## config.mk

```make
export PLATFORM = sky130hd
export DESIGN_NAME = nes_pad_poller_flat
export DESIGN_NICKNAME = d
export VERILOG_FILES = /design/src/rtl/nes_pad_poller_if.sv /design/src/rtl/nes_pad_poller.sv /design/src/flat_wrapper.sv
export SDC_FILE = /design/constraint.sdc
export NUM_CORES = 1
export LEC_CHECK = 0
export ABC_AREA = 0
export CORE_MARGIN = 1.5
export CORE_UTILIZATION = 30
export DETAILED_ROUTE_END_ITERATION = 8
export GPL_ROUTABILITY_DRIVEN = 0
export PLACE_DENSITY = 0.54
export SLEW_MARGIN = 5
export SYNTH_ARGS = -nofsm -noshare
export SYNTH_HDL_FRONTEND = slang
export SYNTH_SLANG_ARGS = --single-unit
```

## constraint.sdc

```tcl
create_clock -name clk -period 6.03 [get_ports clk]
set_clock_uncertainty 0.1 [all_clocks]
set_input_delay 0.603 -clock clk [delete_from_list [all_inputs] [get_ports clk]]
set_output_delay 0.603 -clock clk [all_outputs]
set_load 0.005 [all_outputs]
```

## src/rtl/nes_pad_poller_if.sv

```systemverilog
// Signal bundle between the controller-port sequencer and whoever consumes it.
// The master side is the poller itself; the slave side feeds start/nes_data
// and observes the pad pins and the decoded button word.
interface nes_pad_poller_if;
  logic       start;
  logic       nes_data;
  logic       nes_latch;
  logic       nes_clk;
  logic [7:0] buttons;
  logic       valid;
  logic       busy;
  logic       pad_present;

  modport master (
    input  start,
    input  nes_data,
    output nes_latch,
    output nes_clk,
    output buttons,
    output valid,
    output busy,
    output pad_present
  );

  modport slave (
    output start,
    output nes_data,
    input  nes_latch,
    input  nes_clk,
    input  buttons,
    input  valid,
    input  busy,
    input  pad_present
  );
endinterface

```

## src/rtl/nes_pad_poller.sv

```systemverilog
// NES/SNES controller-port sequencer. On a start pulse it raises the latch,
// then clocks the 8 serial button bits in (7 shift pulses, since bit 0 is
// already on the line after the latch) and publishes an active-high button
// word together with a pad-present flag and a one-cycle valid strobe.
module nes_pad_poller #(
  parameter int HALF_PERIOD = 75
) (
  input  logic              clk,
  input  logic              rst_n,
  nes_pad_poller_if.master  bus
);

  localparam int CW = $clog2(HALF_PERIOD) + 1;
  localparam logic [CW-1:0] HALF_LAST  = CW'(HALF_PERIOD - 1);
  localparam logic [CW-1:0] LATCH_LAST = CW'(2 * HALF_PERIOD - 1);

  localparam logic [2:0] S_IDLE   = 3'd0;
  localparam logic [2:0] S_LATCH  = 3'd1;
  localparam logic [2:0] S_WAIT0  = 3'd2;
  localparam logic [2:0] S_CLK_HI = 3'd3;
  localparam logic [2:0] S_CLK_LO = 3'd4;
  localparam logic [2:0] S_DONE   = 3'd5;

  logic          sync1_q, sync2_q;
  logic [2:0]    state_q, state_d;
  logic [CW-1:0] cnt_q, cnt_d;
  logic [2:0]    bit_idx_q, bit_idx_d;
  logic [7:0]    raw_q, raw_d;
  logic [7:0]    buttons_q, buttons_d;
  logic          pad_present_q, pad_present_d;
  logic          valid_q, valid_d;

  // Two-flop synchronizer for the asynchronous serial line from the pad.
  always_ff @(posedge clk or negedge rst_n) begin
    if (!rst_n) begin
      sync1_q <= 1'b0;
      sync2_q <= 1'b0;
    end else begin
      sync1_q <= bus.nes_data;
      sync2_q <= sync1_q;
    end
  end

  // Next-state logic: phase timing, bit capture and result publication.
  always_comb begin
    state_d       = state_q;
    cnt_d         = cnt_q;
    bit_idx_d     = bit_idx_q;
    raw_d         = raw_q;
    buttons_d     = buttons_q;
    pad_present_d = pad_present_q;
    valid_d       = 1'b0;

    case (state_q)
      S_IDLE: begin
        if (bus.start) begin
          state_d   = S_LATCH;
          cnt_d     = '0;
          bit_idx_d = 3'd0;
        end
      end
      S_LATCH: begin
        if (cnt_q == LATCH_LAST) begin
          state_d = S_WAIT0;
          cnt_d   = '0;
        end else begin
          cnt_d = cnt_q + CW'(1);
        end
      end
      S_WAIT0: begin
        if (cnt_q == HALF_LAST) begin
          raw_d[0]  = sync2_q;
          bit_idx_d = 3'd1;
          state_d   = S_CLK_HI;
          cnt_d     = '0;
        end else begin
          cnt_d = cnt_q + CW'(1);
        end
      end
      S_CLK_HI: begin
        if (cnt_q == HALF_LAST) begin
          state_d = S_CLK_LO;
          cnt_d   = '0;
        end else begin
          cnt_d = cnt_q + CW'(1);
        end
      end
      S_CLK_LO: begin
        if (cnt_q == HALF_LAST) begin
          raw_d[bit_idx_q] = sync2_q;
          cnt_d            = '0;
          if (bit_idx_q == 3'd7) begin
            state_d = S_DONE;
          end else begin
            bit_idx_d = bit_idx_q + 3'd1;
            state_d   = S_CLK_HI;
          end
        end else begin
          cnt_d = cnt_q + CW'(1);
        end
      end
      S_DONE: begin
        state_d       = S_IDLE;
        valid_d       = 1'b1;
        pad_present_d = (raw_q != 8'h00);
        buttons_d     = (raw_q == 8'h00) ? 8'h00 : ~raw_q;
      end
      default: begin
        state_d = S_IDLE;
      end
    endcase
  end

  // State and result registers; reset clears everything asynchronously.
  always_ff @(posedge clk or negedge rst_n) begin
    if (!rst_n) begin
      state_q       <= S_IDLE;
      cnt_q         <= '0;
      bit_idx_q     <= 3'd0;
      raw_q         <= 8'h00;
      buttons_q     <= 8'h00;
      pad_present_q <= 1'b0;
      valid_q       <= 1'b0;
    end else begin
      state_q       <= state_d;
      cnt_q         <= cnt_d;
      bit_idx_q     <= bit_idx_d;
      raw_q         <= raw_d;
      buttons_q     <= buttons_d;
      pad_present_q <= pad_present_d;
      valid_q       <= valid_d;
    end
  end

  assign bus.nes_latch   = (state_q == S_LATCH);
  assign bus.nes_clk     = (state_q == S_CLK_HI);
  assign bus.busy        = (state_q != S_IDLE);
  assign bus.buttons     = buttons_q;
  assign bus.valid       = valid_q;
  assign bus.pad_present = pad_present_q;

endmodule

```

## src/flat_wrapper.sv

```systemverilog
// flat-port wrapper written by rule: the top's interface ports become plain ports
module nes_pad_poller_flat 
#(
  parameter int HALF_PERIOD = 75
)
  (clk, rst_n, bus_start, bus_nes_data, bus_nes_latch, bus_nes_clk, bus_buttons, bus_valid, bus_busy, bus_pad_present);
  nes_pad_poller_if bus_i ();
  input  logic clk;
  input  logic rst_n;
  input wire logic [$bits(bus_i.start)-1:0] bus_start;
  input wire logic [$bits(bus_i.nes_data)-1:0] bus_nes_data;
  output wire logic [$bits(bus_i.nes_latch)-1:0] bus_nes_latch;
  output wire logic [$bits(bus_i.nes_clk)-1:0] bus_nes_clk;
  output wire logic [$bits(bus_i.buttons)-1:0] bus_buttons;
  output wire logic [$bits(bus_i.valid)-1:0] bus_valid;
  output wire logic [$bits(bus_i.busy)-1:0] bus_busy;
  output wire logic [$bits(bus_i.pad_present)-1:0] bus_pad_present;
  assign bus_i.start = bus_start;
  assign bus_i.nes_data = bus_nes_data;
  assign bus_nes_latch = bus_i.nes_latch;
  assign bus_nes_clk = bus_i.nes_clk;
  assign bus_buttons = bus_i.buttons;
  assign bus_valid = bus_i.valid;
  assign bus_busy = bus_i.busy;
  assign bus_pad_present = bus_i.pad_present;
  nes_pad_poller #(.HALF_PERIOD(HALF_PERIOD)) u_core (.clk(clk), .rst_n(rst_n), .bus(bus_i));
endmodule
```

==> results of run 1 <==
state kept, by name, summed over array words and instances, names as in the netlist:
register	count
u_core.raw_q	8
u_core.cnt_q	8
u_core.state_q	3
u_core.bus.buttons	8
u_core.sync2_q	1
u_core.bus.pad_present	1
u_core.sync1_q	1
u_core.bit_idx_q	3
u_core.bus.valid	1
logic make-up after synthesis:
| logic type | after synthesis | synth area share |
|---|---|---|
| and+or+nand+nor | 73 | 0.228 |
| AOI/OAI and AO/OA | 39 | 0.156 |
| DFF | 34 | 0.476 |
| buffers and inverters | 16 | 0.0357 |
| muxes | 11 | 0.0699 |
| adders and majority gates | 5 | 0.0350 |
worst paths after layout:
kind / slack [ps] / from / end
min reg2reg: 250 / u_core.sync1_q / u_core.sync2_q
min: 250 / u_core.sync1_q / u_core.sync2_q
max reg2reg: 3830 / u_core.state_q[0] / u_core.state_q[1]
max in group asynchronous: 4890 / rst_n / u_core.bus.buttons[4]
max: 3520 / u_core.state_q[0] / bus_nes_latch
min in group asynchronous: 620 / rst_n / u_core.cnt_q[1]
layer usage:
metal / vias up / wire, um
met4: 0 / 78
met2: 26 / 1870
li1: 678 / -
met1: 676 / 1900
met3: 7 / 97
met5: - / 0
through the flow:
step	cells	hold slack (ps)	instance area (um2)	total power [W]
2_1_floorplan	178	207	1790	0.000469
3_3_place_gp	260	233	2020	0.000530
3_5_place_dp	260	235	2020	0.000532
4_1_cts	268	251	2110	0.000713
5_1_grt	268	254	2110	0.000757
6_report	268	249	2110	0.000711
cell usage in the layout (no fill, tap or decap), drive strengths merged, types with 2 or more instances in the layout:
cell	instances
nor3b	3
ha	5
nand3	5
inv	9
dfrtp	34
nor2	11
nand2	26
or3	2
a2bb2oi	2
nand4	2
nor4	8
o211ai	3
o21ai	16
clkbuf	6
mux2	9
nand2b	3
a221o	2
clkdlybuf4s50	16
a21o	2
mux2i	2
nor3	4
o22ai	2
a21oi	5
power breakdown:
part	internal, W	total (W)	leakage [nW]	switching [W]
sequential	0.000259	0.000322	0.454	0.0000633
clock	0.0000919	0.000183	0.0472	0.0000907
combinational	0.0000992	0.000206	0.392	0.000107
total	0.000450	0.000711	0.893	0.000261
layout make-up:
cell class	count	area [um2]
clock buffer	6	82.6
clock inverter	2	12.5
fill	567	3530
inverter	9	33.8
multi-input combinational	128	875
sequential	34	851
tap	72	90.1
timing repair buffer	17	168
==> summary by stage, run 1 <==
Status
The flow ran to the end, and the final reports show no timing, DRC or antenna violations.

STA
The count of pins over their slew limit is 0. The routed design could run at a clock period as short as 2510 ps. The hold violation total from the final report is 0. Setup repair after global routing left no endpoint under its margin. Of the available clock period, the critical path in the final layout requires 0.416. The maximum clock frequency is 398 MHz. The setup TNS is 0 ps. For the pin with the worst max-slew slack, the measured transition is 486 ps. The number of setup violations in the final report is 0.

The worst-case setup margin in the final layout is 3520 ps. The tightest slew margin relative to the limit is 0.676.

Floorplan
For this configuration, the core starts out at a cell density of 0.317. The height of the die is 80.2 um. The horizontal die dimension is 80.2 um.

The core footprint is 5640 um2. In this run the count of I/O pins placed on the die edge is 17. The die outline area is 6440 um2. After floorplanning, the core was divided into 27 placement rows.

CTS
The clock latency on the worst-skew pair is 290 ps. The H-tree was split into 2 levels. For this design, the CTS-stage hold fixing added 0 buffers. The TritonCTS sink count is 34.

Clock-pin slew was measured on the worst setup and hold paths at 70 ps. TritonCTS built the clock tree. In this run, post-CTS repair resized a total of 0 instances. The cell at the root of the clock tree is sky130_fd_sc_hd__clkbuf_8. The post-CTS repair timing setup buffer count is 0.

No sink is reached through more buffers than the 2 on the longest clock path. The number of buffers created by CTS is 5.

Hold path
The hold-critical path depth is 0. The tightest min-delay check is of the flop to flop type.

Setup path
At the worst endpoint, the required time is 5330 ps. Together, buffers and inverters on the worst path number 1. The path type of the worst setup path is flop to primary output.

Counting buffers and inverters, the worst setup path is 2 cells deep. The slowest stage of the critical path belongs to the cell sky130_fd_sc_hd__clkdlybuf4s50_1. The sort of element at the end of the critical path is a primary output. STA classifies the critical path startpoint as a flop. Traced cell by cell, the critical path runs through nor3b_1 > clkdlybuf4s50_1. In this run the worst path has a maximum fanout of 12. Counting cells, the worst reg-to-reg path comes to 4. The kind of cell adding the most delay to the critical path is buffers and inverters. The delay of the slowest cell on the worst path is 580 ps. The signal arrival time at the worst endpoint is 1810 ps.

Detailed routing
The detailed-route vias per instance is 5.18. The final antenna-violating net count is 0. The via count is 1387. In the routed design, unresolved DRC markers number 0. The first routing iteration left 76 violations. After detailed routing, the total wire length is 3940 um. The first-pass detailed-route iteration total is 4. Dividing the detail-routed wire length by the instance count gives 14.7 um.

GRT
The number of global-route vias before repair was 1378. In the global route stage, met3 resource usage came out at 0.0239. The first global-routing pass estimated 6990 um of wire.

The remaining global-route overflow is 0. For this run, the total global-route usage over all layers was measured as 0.142. Entering global routing, the biggest net connects 35 pins.

In the global route stage, met1 resource usage came out at 0.196. The number of antenna violations at the first check in global routing is 0. In the global route stage, met2 resource usage came out at 0.215. The layer with the highest usage after global routing is met2.

Power
The worst-case IR drop observed on VDD is 0.000142 V. Summed over all cells, the static leakage comes to 0.893 nW. The power density over cell area is 337 nW/um2.

Final layout
The number of antenna diodes in the final layout is 0. Once layout is complete, the utilization of the core stands at 0.374. Of the cells placed in the final design, the portion with a size suffix greater than 1 is 0.128. The area growth from synthesis to layout is 18.0%. The count of nets after finishing is 204.

Synthesis
The net count of the mapped netlist is 187. Among all flip-flop cells after synthesis, the most frequent one is sky130_fd_sc_hd__dfrtp_1. The number of enable-type register cells in the synthesized netlist is 0. Sorting the synthesized cells by how often they occur yields sky130_fd_sc_hd__dfrtp_1 (34), sky130_fd_sc_hd__nand2_1 (26), sky130_fd_sc_hd__o21ai_0 (16). The netlist uses 44 different library cells. The top cell type's share of synthesized area is 0.476. The most common cell in the synthesized netlist is sky130_fd_sc_hd__dfrtp_1. The largest total area in the synthesized netlist belongs to sky130_fd_sc_hd__dfrtp_1. The cell count after synthesis is 178. Ranked by total cell area, the synthesized netlist is headed by sky130_fd_sc_hd__dfrtp_1 (48%), sky130_fd_sc_hd__nand2_1 (5.5%), sky130_fd_sc_hd__mux2_2 (5.0%), sky130_fd_sc_hd__o21ai_0 (4.5%), sky130_fd_sc_hd__ha_1 (3.5%).

The post-synthesis average cell area is 10.1 um2. Summing every instance area after synthesis gives 1790 um2. Counting flops and latches in the post-synthesis netlist gives 34. After synthesis, the share of flip-flops with an asynchronous set or reset is 1.00. The share of the Yosys chip area taken by registers is 0.476. The Yosys step of the flow raised 0 warnings.

Flow run
The count of maximum capacitance violations is 0.

Place
Once detailed placement completed, the half-perimeter wirelength came to 2720 um. The worst setup timing slack at the placement stage is 3790 ps. The count of buffers from port buffering is 16.
(Power assumes the default switching activity.)
==> run 2: changes to the inputs <==
Clock period 6.03 ns to 2.53 ns, I/O delays scaled along.
==> run 2 against run 1 <==
Net effect: worst hold slack gained 2.9 ps; routed wire length is 2.9% lower; combinational power increased by 150%; power increased to 2.6 times the previous value; via count is essentially flat; global-route usage fell by 0.70 points; sequential share of layout area shrank 1.5 points; die area is the same; cell count increased by 1.9%; critical endpoint is now u_core.raw_q[1].
==> summary by stage, run 2 (synthesis gave the netlist of run 1 again) <==
Status
The flow ran to the end, and the final reports show no timing, DRC or antenna violations.

STA
The hold violation total from the final report was 0 (unchanged). The count of pins over their slew limit came to 0 (unchanged). The tightest slew margin relative to the limit is 0.680 (+0.00396). The maximum clock frequency is 456 MHz. The number of setup violations in the final report is 0 (unchanged). Of the available clock period, the critical path in the final layout requires 0.867. Setup repair after global routing left no endpoint under its margin.

The clock period minus final worst setup slack is 2190 ps. The actual transition at the worst max-transition pin is 478 ps (-7.97 ps). The setup TNS is 0 ps (unchanged).

Setup path
The delay of the slowest cell on the worst path is 530 ps (-50 ps). The critical path in this run is classified as flop to flop. The highest net fanout along the worst path came to 6 (-6). The worst register-to-register path ends at u_core.raw_q[1]. The cell depth of the worst flop-to-flop path is 4 (unchanged). The worst register-to-register path begins at u_core.cnt_q[4].

Walking the worst path, the cells encountered are nor4b_4 > nand2_1 > nor4_1 > mux2_2. In this run the worst setup path begins at u_core.cnt_q[4]. The signal arrival time at the worst endpoint came to 2270 ps (+460 ps). The data required time at the worst endpoint was 2610 ps (-2720 ps). The master of the slowest instance on the critical path is sky130_fd_sc_hd__nor4b_4.

The sort of element at the end of the critical path is a flop. The reg2reg setup slack came to 340 ps (-3490 ps). STA classifies the critical path startpoint as a flop.

GRT
The wire length of the first global-routing pass was 6580 um (-5.9%). The number of antenna violations at the first check in global routing is 0 (unchanged). The pin count of the biggest net entering global routing is 35 (unchanged). The number of global-route vias before repair is 1338 (-2.9%). The remaining global-route overflow was 0 (unchanged).

The combined global-route utilization of all metal layers is 0.135 (-0.00698).

CTS
The count of hold-fix buffers inserted at cts is 0 (unchanged). The TritonCTS sink count was 34 (unchanged). The clock latency on the worst-skew pair is 290 ps (about the same). The cell at the root of the clock tree is sky130_fd_sc_hd__clkbuf_8.

TritonCTS built the clock tree. The number of H-tree levels is 2 (unchanged). The number of buffers created by CTS came to 5 (unchanged). The post-CTS repair timing setup buffer count is 0 (unchanged). The maximum buffer depth of the clock tree was 2 (unchanged). The count of cells resized by post-cts repair was 0 (unchanged). The clock-pin slew on the worst setup and hold paths came to 80 ps (about the same).

Hold path
The hold-critical path depth is 0 (unchanged). The path with the worst hold slack has its endpoint at u_core.sync2_q. The start point of the worst hold path is u_core.sync1_q. The classification of the worst-slack hold path is flop to flop.

Final layout
The count of nets after finishing is 209 (+2.5%). The top cell types in the final layout, fill and taps aside, are sky130_fd_sc_hd__dfrtp_1 (34), sky130_fd_sc_hd__nand2_1 (26), sky130_fd_sc_hd__o21ai_0 (16), sky130_fd_sc_hd__clkdlybuf4s50_1 (16), sky130_fd_sc_hd__nor2_1 (10). Compared with the post-synthesis result, the final layout area differs by 22.5%. The number of antenna diodes is 0 (unchanged). The final design utilization is 0.389 (+0.0142). The layout cell share with drive strength beyond 1 is 0.149 (+0.0217). The count of fill cells added during filler insertion came to 549 (-3.2%).

Leaving out fill and tap cells, the most frequent cell in the layout is sky130_fd_sc_hd__dfrtp_1.

Detailed routing
The via count is 1386 (-0.072%). The detailed-route vias per instance came to 5.08 (-1.9%). The final antenna-violating net count came to 0 (unchanged). The total DRC errors in the routed layout came to 0 (unchanged). The first-pass detailed-route iteration total is 4 (unchanged). The average routed wire per standard cell is 14.0 um (-4.7%). The initial DRC count is 83 (+9.2%).

The total routed wirelength is 3830 um (-2.9%).

Floorplan
The horizontal die dimension is 80.2 um (unchanged). The top-level I/O count is 17 (unchanged). The die outline area is 6440 um2 (unchanged). The height of the die is 80.2 um (unchanged). The starting density of the core is 0.317 (unchanged). The row count is 27 (unchanged).

The core footprint was 5640 um2 (unchanged).

Power
The proportion of total power due to net switching came to 0.328 (-0.0391). The power spent charging and discharging nets is 0.000617 W (+140%). The power density over cell area came to 858 nW/um2 (+160%). The cell internal power dissipation is 0.00126 W (+180%).

The total power of the final layout came to 0.00188 W (+160%). The part of the total power dissipated in sequential elements is 0.404 (-0.049). The combinational fraction of design power came to 0.272 (-0.018). The part of the power in the clock network is 0.324 (+0.067).

The leakage power of the design is 0.940 nW (+5.2%). The worst supply voltage drop on vdd is 0.000544 V (+280%).

Place
The HPWL after detailed placement was 2740 um (+0.85%). The count of buffers from port buffering is 16 (unchanged).

Flow run
The count of maximum capacitance violations came to 0 (unchanged).
run 2: cell count changes in the layout (fill, tap and decap cells not counted), sizes merged:
cell | previous run | this run
bufinv | 0 | 2
clkinvlp | 1 | 0
buf | 1 | 6
clkbuf | 6 | 5
run 2: how the worst max path moves through the flow:
stage	depth (start not counted)	endpoint	slack [ps]
3_3_place_gp	4	u_core.raw_q[1]	420
6_report	4	u_core.raw_q[1]	340
5_1_grt	6	u_core.raw_q[1]	220
3_5_place_dp	6	u_core.raw_q[1]	410
2_1_floorplan	6	u_core.raw_q[1]	640
4_1_cts	4	bus_nes_clk	330
run 2: critical path, delay by kind of cell, from the launching register on:
family,cells,cell delay [ps]
simple gates,3,1130
flops,1,470
mux,1,380
run 2: layer usage:
metal	vias to the layer above	share of wire	GRT usage
met1	665	0.48	0.174
met4	0	0.016	0.0517
met3	5	0.028	0.0341
met2	25	0.48	0.215
met5	-	0	0
li1	691	-	-
run 2: stage by stage:
stage	instance area, um2	setup slack (ps)	hold WS [ps]	cells
floorplan	1790	642	-143	178
global placement	2050	423	233	265
detailed placement	2050	407	238	265
CTS	2190	331	255	273
global route	2190	220	255	273
finish	2190	336	252	273
run 2: final cells by class:
type	instances	area, um2	area share
tap	72	90.1	0.0411
clock inverter	3	68.8	0.0314
multi-input combinational	128	875	0.399
sequential	34	851	0.388
clock buffer	5	68.8	0.0314
inverter	9	33.8	0.0154
timing repair buffer	22	205	0.0936
run 2: power groups by stage:
stage	registers, W	logic, W	clock network (W)
floorplan	0.000694	0.000424	0
global placement	0.000764	0.000519	0
detailed placement	0.000768	0.000519	0
CTS	0.000757	0.000519	0.000632
global route	0.000779	0.000569	0.000653
finish	0.000759	0.000512	0.000610
